**config.mk**
```make
export PLATFORM = sky130hd
export DESIGN_NAME = mult_div_unit
export DESIGN_NICKNAME = d
export VERILOG_FILES = /design/src/rtl/mult_div_unit.sv
export SDC_FILE = /design/constraint.sdc
export NUM_CORES = 1
export LEC_CHECK = 0
export BUFFER_PORTS_ARGS = -buffer_cell sky130_fd_sc_hd__buf_4
export CAP_MARGIN = 20
export CORE_ASPECT_RATIO = 2
export CORE_MARGIN = 5
export CORE_UTILIZATION = 35
export CTS_CLUSTER_SIZE = 24
export DETAILED_ROUTE_END_ITERATION = 10
export GPL_TIMING_DRIVEN = 0
export SLEW_MARGIN = 20
export SYNTH_ARGS = -nofsm -noshare
export SYNTH_HDL_FRONTEND = slang
export SYNTH_SLANG_ARGS = --single-unit
```
**constraint.sdc**
```tcl
create_clock -name Clk -period 4.5 [get_ports Clk]
set_clock_uncertainty 0.1 [all_clocks]
set_input_delay 0.225 -clock Clk [delete_from_list [all_inputs] [get_ports Clk]]
set_output_delay 0.225 -clock Clk [all_outputs]
set_load 0.01 [all_outputs]
```
**src/rtl/mult_div_unit.sv**
```systemverilog
// ---------------------------------------------------------------------------
// mult_div_unit
//   Iterative 32-bit multiply/divide unit with HI/LO result registers.
//   Multiply uses radix-2 shift-add; divide uses radix-2 restoring
//   shift-subtract. One step per cycle, 32 steps, then a fix-up cycle.
//
// Ports
//   Clk        in   clock, rising edge
//   Rst_n      in   asynchronous active-low reset
//   Start      in   begin operation selected by Op (ignored while Busy)
//   Op[1:0]    in   00 MULT, 01 MULTU, 10 DIV, 11 DIVU
//   OperandA   in   multiplicand / dividend / MTHI-MTLO data
//   OperandB   in   multiplier / divisor
//   WriteHi    in   load Hi from OperandA (IDLE only, Start has priority)
//   WriteLo    in   load Lo from OperandA (IDLE only, Start has priority)
//   Hi, Lo     out  result registers
//   Busy       out  high in RUN and FINISH
//   Done       out  one-cycle pulse when Hi/Lo take a new result
//   DivByZero  out  one-cycle pulse with Done for a divide by zero
//   DbgState   out  current FSM state (0 IDLE, 1 RUN, 2 FINISH)
//
// Handshake: Start is a single-cycle request sampled only when Busy=0;
// there is no backpressure and nothing is queued. The result is
// signalled by Done, which is valid for exactly one cycle.
// ---------------------------------------------------------------------------
module mult_div_unit (
    input  logic        Clk,
    input  logic        Rst_n,
    input  logic        Start,
    input  logic [1:0]  Op,
    input  logic [31:0] OperandA,
    input  logic [31:0] OperandB,
    input  logic        WriteHi,
    input  logic        WriteLo,
    output logic [31:0] Hi,
    output logic [31:0] Lo,
    output logic        Busy,
    output logic        Done,
    output logic        DivByZero,
    output logic [1:0]  DbgState
);

    typedef enum logic [1:0] {
        S_IDLE   = 2'd0,
        S_RUN    = 2'd1,
        S_FINISH = 2'd2
    } state_t;

    state_t      state_q, state_d;
    logic [4:0]  cnt_q, cnt_d;
    logic        is_div_q, is_div_d;
    logic [31:0] m_q, m_d;       // multiplicand or divisor magnitude
    logic [31:0] wh_q, wh_d;     // partial product high / partial remainder
    logic [31:0] wl_q, wl_d;     // multiplier-product low / dividend-quotient
    logic        neg_q, neg_d;   // negate product or quotient at fix-up
    logic        rneg_q, rneg_d; // negate remainder at fix-up
    logic        dbz_q, dbz_d;
    logic [31:0] hi_q, hi_d;
    logic [31:0] lo_q, lo_d;
    logic        done_q, done_d;
    logic        dz_q, dz_d;

    // Operand signs only matter for the signed ops (Op[0]==0).
    logic        sign_a, sign_b;
    logic [31:0] mag_a, mag_b;
    assign sign_a = ~Op[0] & OperandA[31];
    assign sign_b = ~Op[0] & OperandB[31];
    assign mag_a  = sign_a ? (32'd0 - OperandA) : OperandA;
    assign mag_b  = sign_b ? (32'd0 - OperandB) : OperandB;

    // Multiply step: add multiplicand when multiplier LSB is set, then
    // shift the 65-bit {carry, hi, lo} right by one.
    logic [32:0] mul_sum;
    assign mul_sum = {1'b0, wh_q} + (wl_q[0] ? {1'b0, m_q} : 33'd0);

    // Divide step: shift next dividend bit into the remainder and try a
    // subtract; a borrow in bit 32 means restore (keep the shifted value).
    logic [32:0] div_shift, div_diff;
    assign div_shift = {wh_q, wl_q[31]};
    assign div_diff  = div_shift - {1'b0, m_q};

    logic [63:0] prod_fix;
    logic [31:0] quot_fix, rem_fix;
    assign prod_fix = neg_q  ? (64'd0 - {wh_q, wl_q}) : {wh_q, wl_q};
    assign quot_fix = neg_q  ? (32'd0 - wl_q) : wl_q;
    assign rem_fix  = rneg_q ? (32'd0 - wh_q) : wh_q;

    always_comb begin
        state_d  = state_q;
        cnt_d    = cnt_q;
        is_div_d = is_div_q;
        m_d      = m_q;
        wh_d     = wh_q;
        wl_d     = wl_q;
        neg_d    = neg_q;
        rneg_d   = rneg_q;
        dbz_d    = dbz_q;
        hi_d     = hi_q;
        lo_d     = lo_q;
        done_d   = 1'b0;
        dz_d     = 1'b0;
        unique case (state_q)
            S_IDLE: begin
                if (Start) begin
                    is_div_d = Op[1];
                    cnt_d    = 5'd0;
                    neg_d    = sign_a ^ sign_b;
                    rneg_d   = Op[1] & sign_a;
                    dbz_d    = 1'b0;
                    wh_d     = 32'd0;
                    if (Op[1] && (OperandB == 32'd0)) begin
                        // Divide by zero: result is staged raw, FINISH
                        // passes it through without fix-up.
                        wh_d    = OperandA;
                        wl_d    = 32'hFFFF_FFFF;
                        neg_d   = 1'b0;
                        rneg_d  = 1'b0;
                        dbz_d   = 1'b1;
                        state_d = S_FINISH;
                    end else if (Op[1]) begin
                        wl_d    = mag_a;
                        m_d     = mag_b;
                        state_d = S_RUN;
                    end else begin
                        wl_d    = mag_b;
                        m_d     = mag_a;
                        state_d = S_RUN;
                    end
                end else begin
                    if (WriteHi) hi_d = OperandA;
                    if (WriteLo) lo_d = OperandA;
                end
            end
            S_RUN: begin
                if (!is_div_q) begin
                    wh_d = mul_sum[32:1];
                    wl_d = {mul_sum[0], wl_q[31:1]};
                end else if (!div_diff[32]) begin
                    wh_d = div_diff[31:0];
                    wl_d = {wl_q[30:0], 1'b1};
                end else begin
                    wh_d = div_shift[31:0];
                    wl_d = {wl_q[30:0], 1'b0};
                end
                cnt_d = cnt_q + 5'd1;
                if (cnt_q == 5'd31) state_d = S_FINISH;
            end
            S_FINISH: begin
                if (dbz_q) begin
                    hi_d = wh_q;
                    lo_d = wl_q;
                end else if (!is_div_q) begin
                    hi_d = prod_fix[63:32];
                    lo_d = prod_fix[31:0];
                end else begin
                    hi_d = rem_fix;
                    lo_d = quot_fix;
                end
                done_d  = 1'b1;
                dz_d    = dbz_q;
                cnt_d   = 5'd0;
                state_d = S_IDLE;
            end
            default: state_d = S_IDLE;
        endcase
    end

    always_ff @(posedge Clk or negedge Rst_n) begin
        if (!Rst_n) begin
            state_q  <= S_IDLE;
            cnt_q    <= 5'd0;
            is_div_q <= 1'b0;
            m_q      <= 32'd0;
            wh_q     <= 32'd0;
            wl_q     <= 32'd0;
            neg_q    <= 1'b0;
            rneg_q   <= 1'b0;
            dbz_q    <= 1'b0;
            hi_q     <= 32'd0;
            lo_q     <= 32'd0;
            done_q   <= 1'b0;
            dz_q     <= 1'b0;
        end else begin
            state_q  <= state_d;
            cnt_q    <= cnt_d;
            is_div_q <= is_div_d;
            m_q      <= m_d;
            wh_q     <= wh_d;
            wl_q     <= wl_d;
            neg_q    <= neg_d;
            rneg_q   <= rneg_d;
            dbz_q    <= dbz_d;
            hi_q     <= hi_d;
            lo_q     <= lo_d;
            done_q   <= done_d;
            dz_q     <= dz_d;
        end
    end

    assign Hi        = hi_q;
    assign Lo        = lo_q;
    assign Busy      = (state_q != S_IDLE);
    assign Done      = done_q;
    assign DivByZero = dz_q;
    assign DbgState  = state_q;

endmodule

```
==> flow_metrics.env <==
export IMPL_vias_per_cell=6.15
export IMPL_maxSlewHeadroom_pct=21.4
export IMPL_dr_first_iter_drc_count=1409
export IMPL_drc=0
export IMPL_cp_slowest_cell="dfrtp_2"
export IMPL_synth_edf_count=0
export IMPL_cts_tree="done"
export IMPL_cp_end_kind="register"
export IMPL_worstPathMaxFanout=7
export IMPL_clk_insertion_delay_late_ns=0.48
export IMPL_place_ws_ns=-0.860
export IMPL_finalHoldViolCount=0
export IMPL_n_antenna_cell=0
export IMPL_synthesis_instances=1902
export IMPL_hold_path_depth=3
export IMPL_gr_usage_met2_pct=52.1
export IMPL_synthAdderAreaFrac_pct=6.07
export IMPL_cts_num_sinks=173
export IMPL_finalNonFillerCells=2636
export IMPL_ys_types=84
export IMPL_worst_slew_pin_slew_ns=1.18
export IMPL_period_share_pct=97.3
export IMPL_die_area_um2=47600
export IMPL_postLayoutSetupSlackWorst_ns=0.121
export IMPL_synth_top_cell_area_share_pct=28.7
export IMPL_p_per_area_nw_per_um2=832
export IMPL_crit_chain="inv_1 > ha_1 > inv_1 > fa_1 > a211o_1 > a21o_1 > o41ai_4 > a21oi_1 > o22a_2 > a21oi_4 > xnor2_4 > buf_4 > mux2i_1 > a21oi_1 > a221o_1"
export IMPL_numCtsBuffers=17
export IMPL_vias=16207
export IMPL_place_congestion=0.985
export IMPL_postSynth_asyncResetShare_pct=100
export IMPL_syn_area_um2=15100
export IMPL_drive_above_1_share_pct=11.3
export IMPL_grtUsageMet1_pct=29.8
export IMPL_rsz0062_at_grt="no"
export IMPL_cts_root_buf="clkbuf_16"
export IMPL_hold_start="OperandA[25]"
export IMPL_cts_clk_slew_worst_paths_ns=0.09
export IMPL_ioPinCount=140
export IMPL_area_growth_pct=17.6
export IMPL_wl_per_cell_um=26.8
export IMPL_critPathMaxStageDelay_ns=0.50
export IMPL_core_um2=42700
export IMPL_ys_ff_latch=173
export IMPL_fin_area_um2=17700
export IMPL_yosys_area_top_type="dfrtp_1"
export IMPL_ys_seq_area_share_pct=28.7
export IMPL_p_total_mw=14.8
export IMPL_track_usage_pct=29.1
export IMPL_layout_nets=2221
export IMPL_period_minus_slack_ns=4.38
export IMPL_synth_flop_cell="dfrtp_1"
export IMPL_final_util_pct=41.5
export IMPL_total_leakage_power_nw=7.63
export IMPL_min_to="Lo[25]"
export IMPL_n_fill_cell=4384
export IMPL_muxShareOfSynthArea_pct=4.47
export IMPL_die_x_um=157
export IMPL_worstRegToRegCells=15
export IMPL_grt_pass1_vias=16504
export IMPL_placed_area_um2=16800
export IMPL_synth_compound_area_share_pct=28.1
export IMPL_cp_arrival_ns=4.65
export IMPL_maxCapViolations=0
export IMPL_avgSynthCellArea_um2=7.93
export IMPL_initial_core_util_pct=35.3
export IMPL_detail_route_antenna_nets=0
export IMPL_grt_pass1_wl_um=104000
export IMPL_ys_warnings_count=0
export IMPL_multi_input_area_um2=10100
export IMPL_htree_levels=4
export IMPL_place_inst=2577
export IMPL_vdd_ir_drop_max_v=0.000372
export IMPL_setup_viol=0
export IMPL_path_class="register to register"
export IMPL_die_h_um=304
export IMPL_hold_path_class="input pin to register"
export IMPL_grt_max_degree=68
export IMPL_grt_busiest_layer="met2"
export IMPL_synth_nets=2045
export IMPL_num_rows=107
export IMPL_io_buffers=128
export IMPL_dpl_hpwl_um=57300
export IMPL_final_max_slew_viol_count=0
export IMPL_first_pass_iters=6
export IMPL_r2r_end="wh_q[11]"
export IMPL_totalWireLength_um=70600
export IMPL_r2r_start="wl_q[31]"
export IMPL_synth_top_family_by_area="compound AO/OA/AOI/OAI gates"
export IMPL_synth_xor_area_share_pct=9.34
export IMPL_antenna_found_initial=0
export IMPL_setup_tns_ns=0
export IMPL_r2r_slack_ns=0.12
export IMPL_max_freq_mhz=228
export IMPL_synth_simple_area_share_pct=18.3
export IMPL_cts_buffer_depth=2
export IMPL_status="finished clean"
export IMPL_met3_usage_pct=3.60
export IMPL_synthTopCellsByArea="dfrtp_1, o21ai_0, a21oi_1"
export IMPL_worstPathRequired_ns=4.77
export IMPL_seq_area_um2=4330
export IMPL_critPathLaunchType="register"
export IMPL_grt_ovfl_total=0
export IMPL_whs_ns=0.0160
cells in the final DEF (no fill, tap or decap), types with 55 or more instances in the layout:
master    count
a21oi_1     178
a22oi_1      57
buf_4       135
clkbuf_1    100
dfrtp_1     171
ha_1         70
inv_1        68
mux2i_1      55
nand2_1     153
nor2_1      193
o21ai_0     196
xnor2_1      95
xor2_1       65
final cells by class:
| class | instances | area share, % |
|---|---|---|
| buffer | 126 | 2.97 |
| clock buffer | 17 | 2.40 |
| sequential | 173 | 24.4 |
| tap | 545 | 3.84 |
| clock inverter | 15 | 0.832 |
| multi-input combinational | 1533 | 56.8 |
| timing repair buffer | 157 | 7.22 |
| inverter | 70 | 1.50 |
cell families (layout without fill, tap and decap cells):
logic type	Yosys count	count (layout)
adder cells (fa/ha/maj)	72	72
multiplexers	66	66
flip-flops	173	173
buffers and inverters	196	385
AND/OR/NAND/NOR	566	566
AO/OA/AOI/OAI	668	668
XOR/XNOR	161	161
critical path: cells and delay by family (launching register included):
family	cells	cell delay [ns]
multiplexers	1	0.20
AO/OA/AOI/OAI	8	2.07
adder cells (fa/ha/maj)	2	0.67
XOR/XNOR	1	0.25
flip-flops	1	0.50
buffers and inverters	3	0.44
where the power goes:
| part | switching (mW) | internal [mW] | total, mW |
|---|---|---|---|
| clock network | 0.792 | 0.735 | 1.53 |
| logic | 6.10 | 3.92 | 10.0 |
| registers | 0.933 | 2.28 | 3.22 |
flip-flops by register name, summed over array words and instances (netlist names):
signal	count
DbgState	2
DivByZero	1
Done	1
Hi	32
Lo	32
cnt_q	5
dbz_q	1
is_div_q	1
m_q	32
neg_q	1
rneg_q	1
wh_q	32
wl_q	32
Yosys cell counts (10+ instances only):
library cell and number:
o21ai_0 196, nor2_1 193, a21oi_1 180, dfrtp_1 173
nand2_1 153, clkbuf_1 103, xnor2_1 96, ha_1 70
inv_1 69, xor2_1 65, a22oi_1 57, mux2i_1 55
nor3_1 37, a222oi_1 31, a21o_1 28, a31oi_1 26
nand3_1 23, or3_1 23, nand2b_1 20, nor2b_1 20
o211ai_1 17, or4_1 16, a211oi_1 13, nor4_1 13
o31ai_1 13, and3_1 12, buf_1 11, mux2_2 11
o21bai_1 11, nand4_1 10
repair_timing:
action                                  in CTS  in global routing
pin swaps                                    1                  4
hold buffers                                22                  0
resized for setup                           18                  8
endpoints found under the setup margin      49                 11
setup buffers                                1                  4
hold endpoints to repair                   117                  0
worst max path at each step:
stage	from	end	cells past startpoint
final	wl_q[31]	wh_q[11]	15
after CTS	wl_q[31]	wh_q[29]	14
after detailed placement	wl_q[31]	wh_q[15]	14
after floorplan	wl_q[31]	wh_q[14]	14
after global routing	wl_q[31]	wh_q[11]	15
after global placement	wl_q[31]	wh_q[24]	15
layer usage:
layer | vias up | part of all wire, %
li1 | 7347 | -
met1 | 7844 | 34
met2 | 729 | 51
met3 | 287 | 4.6
met4 | 0 | 9.8
met5 | - | 0
No activity file was read; power rests on OpenSTA's default activity.
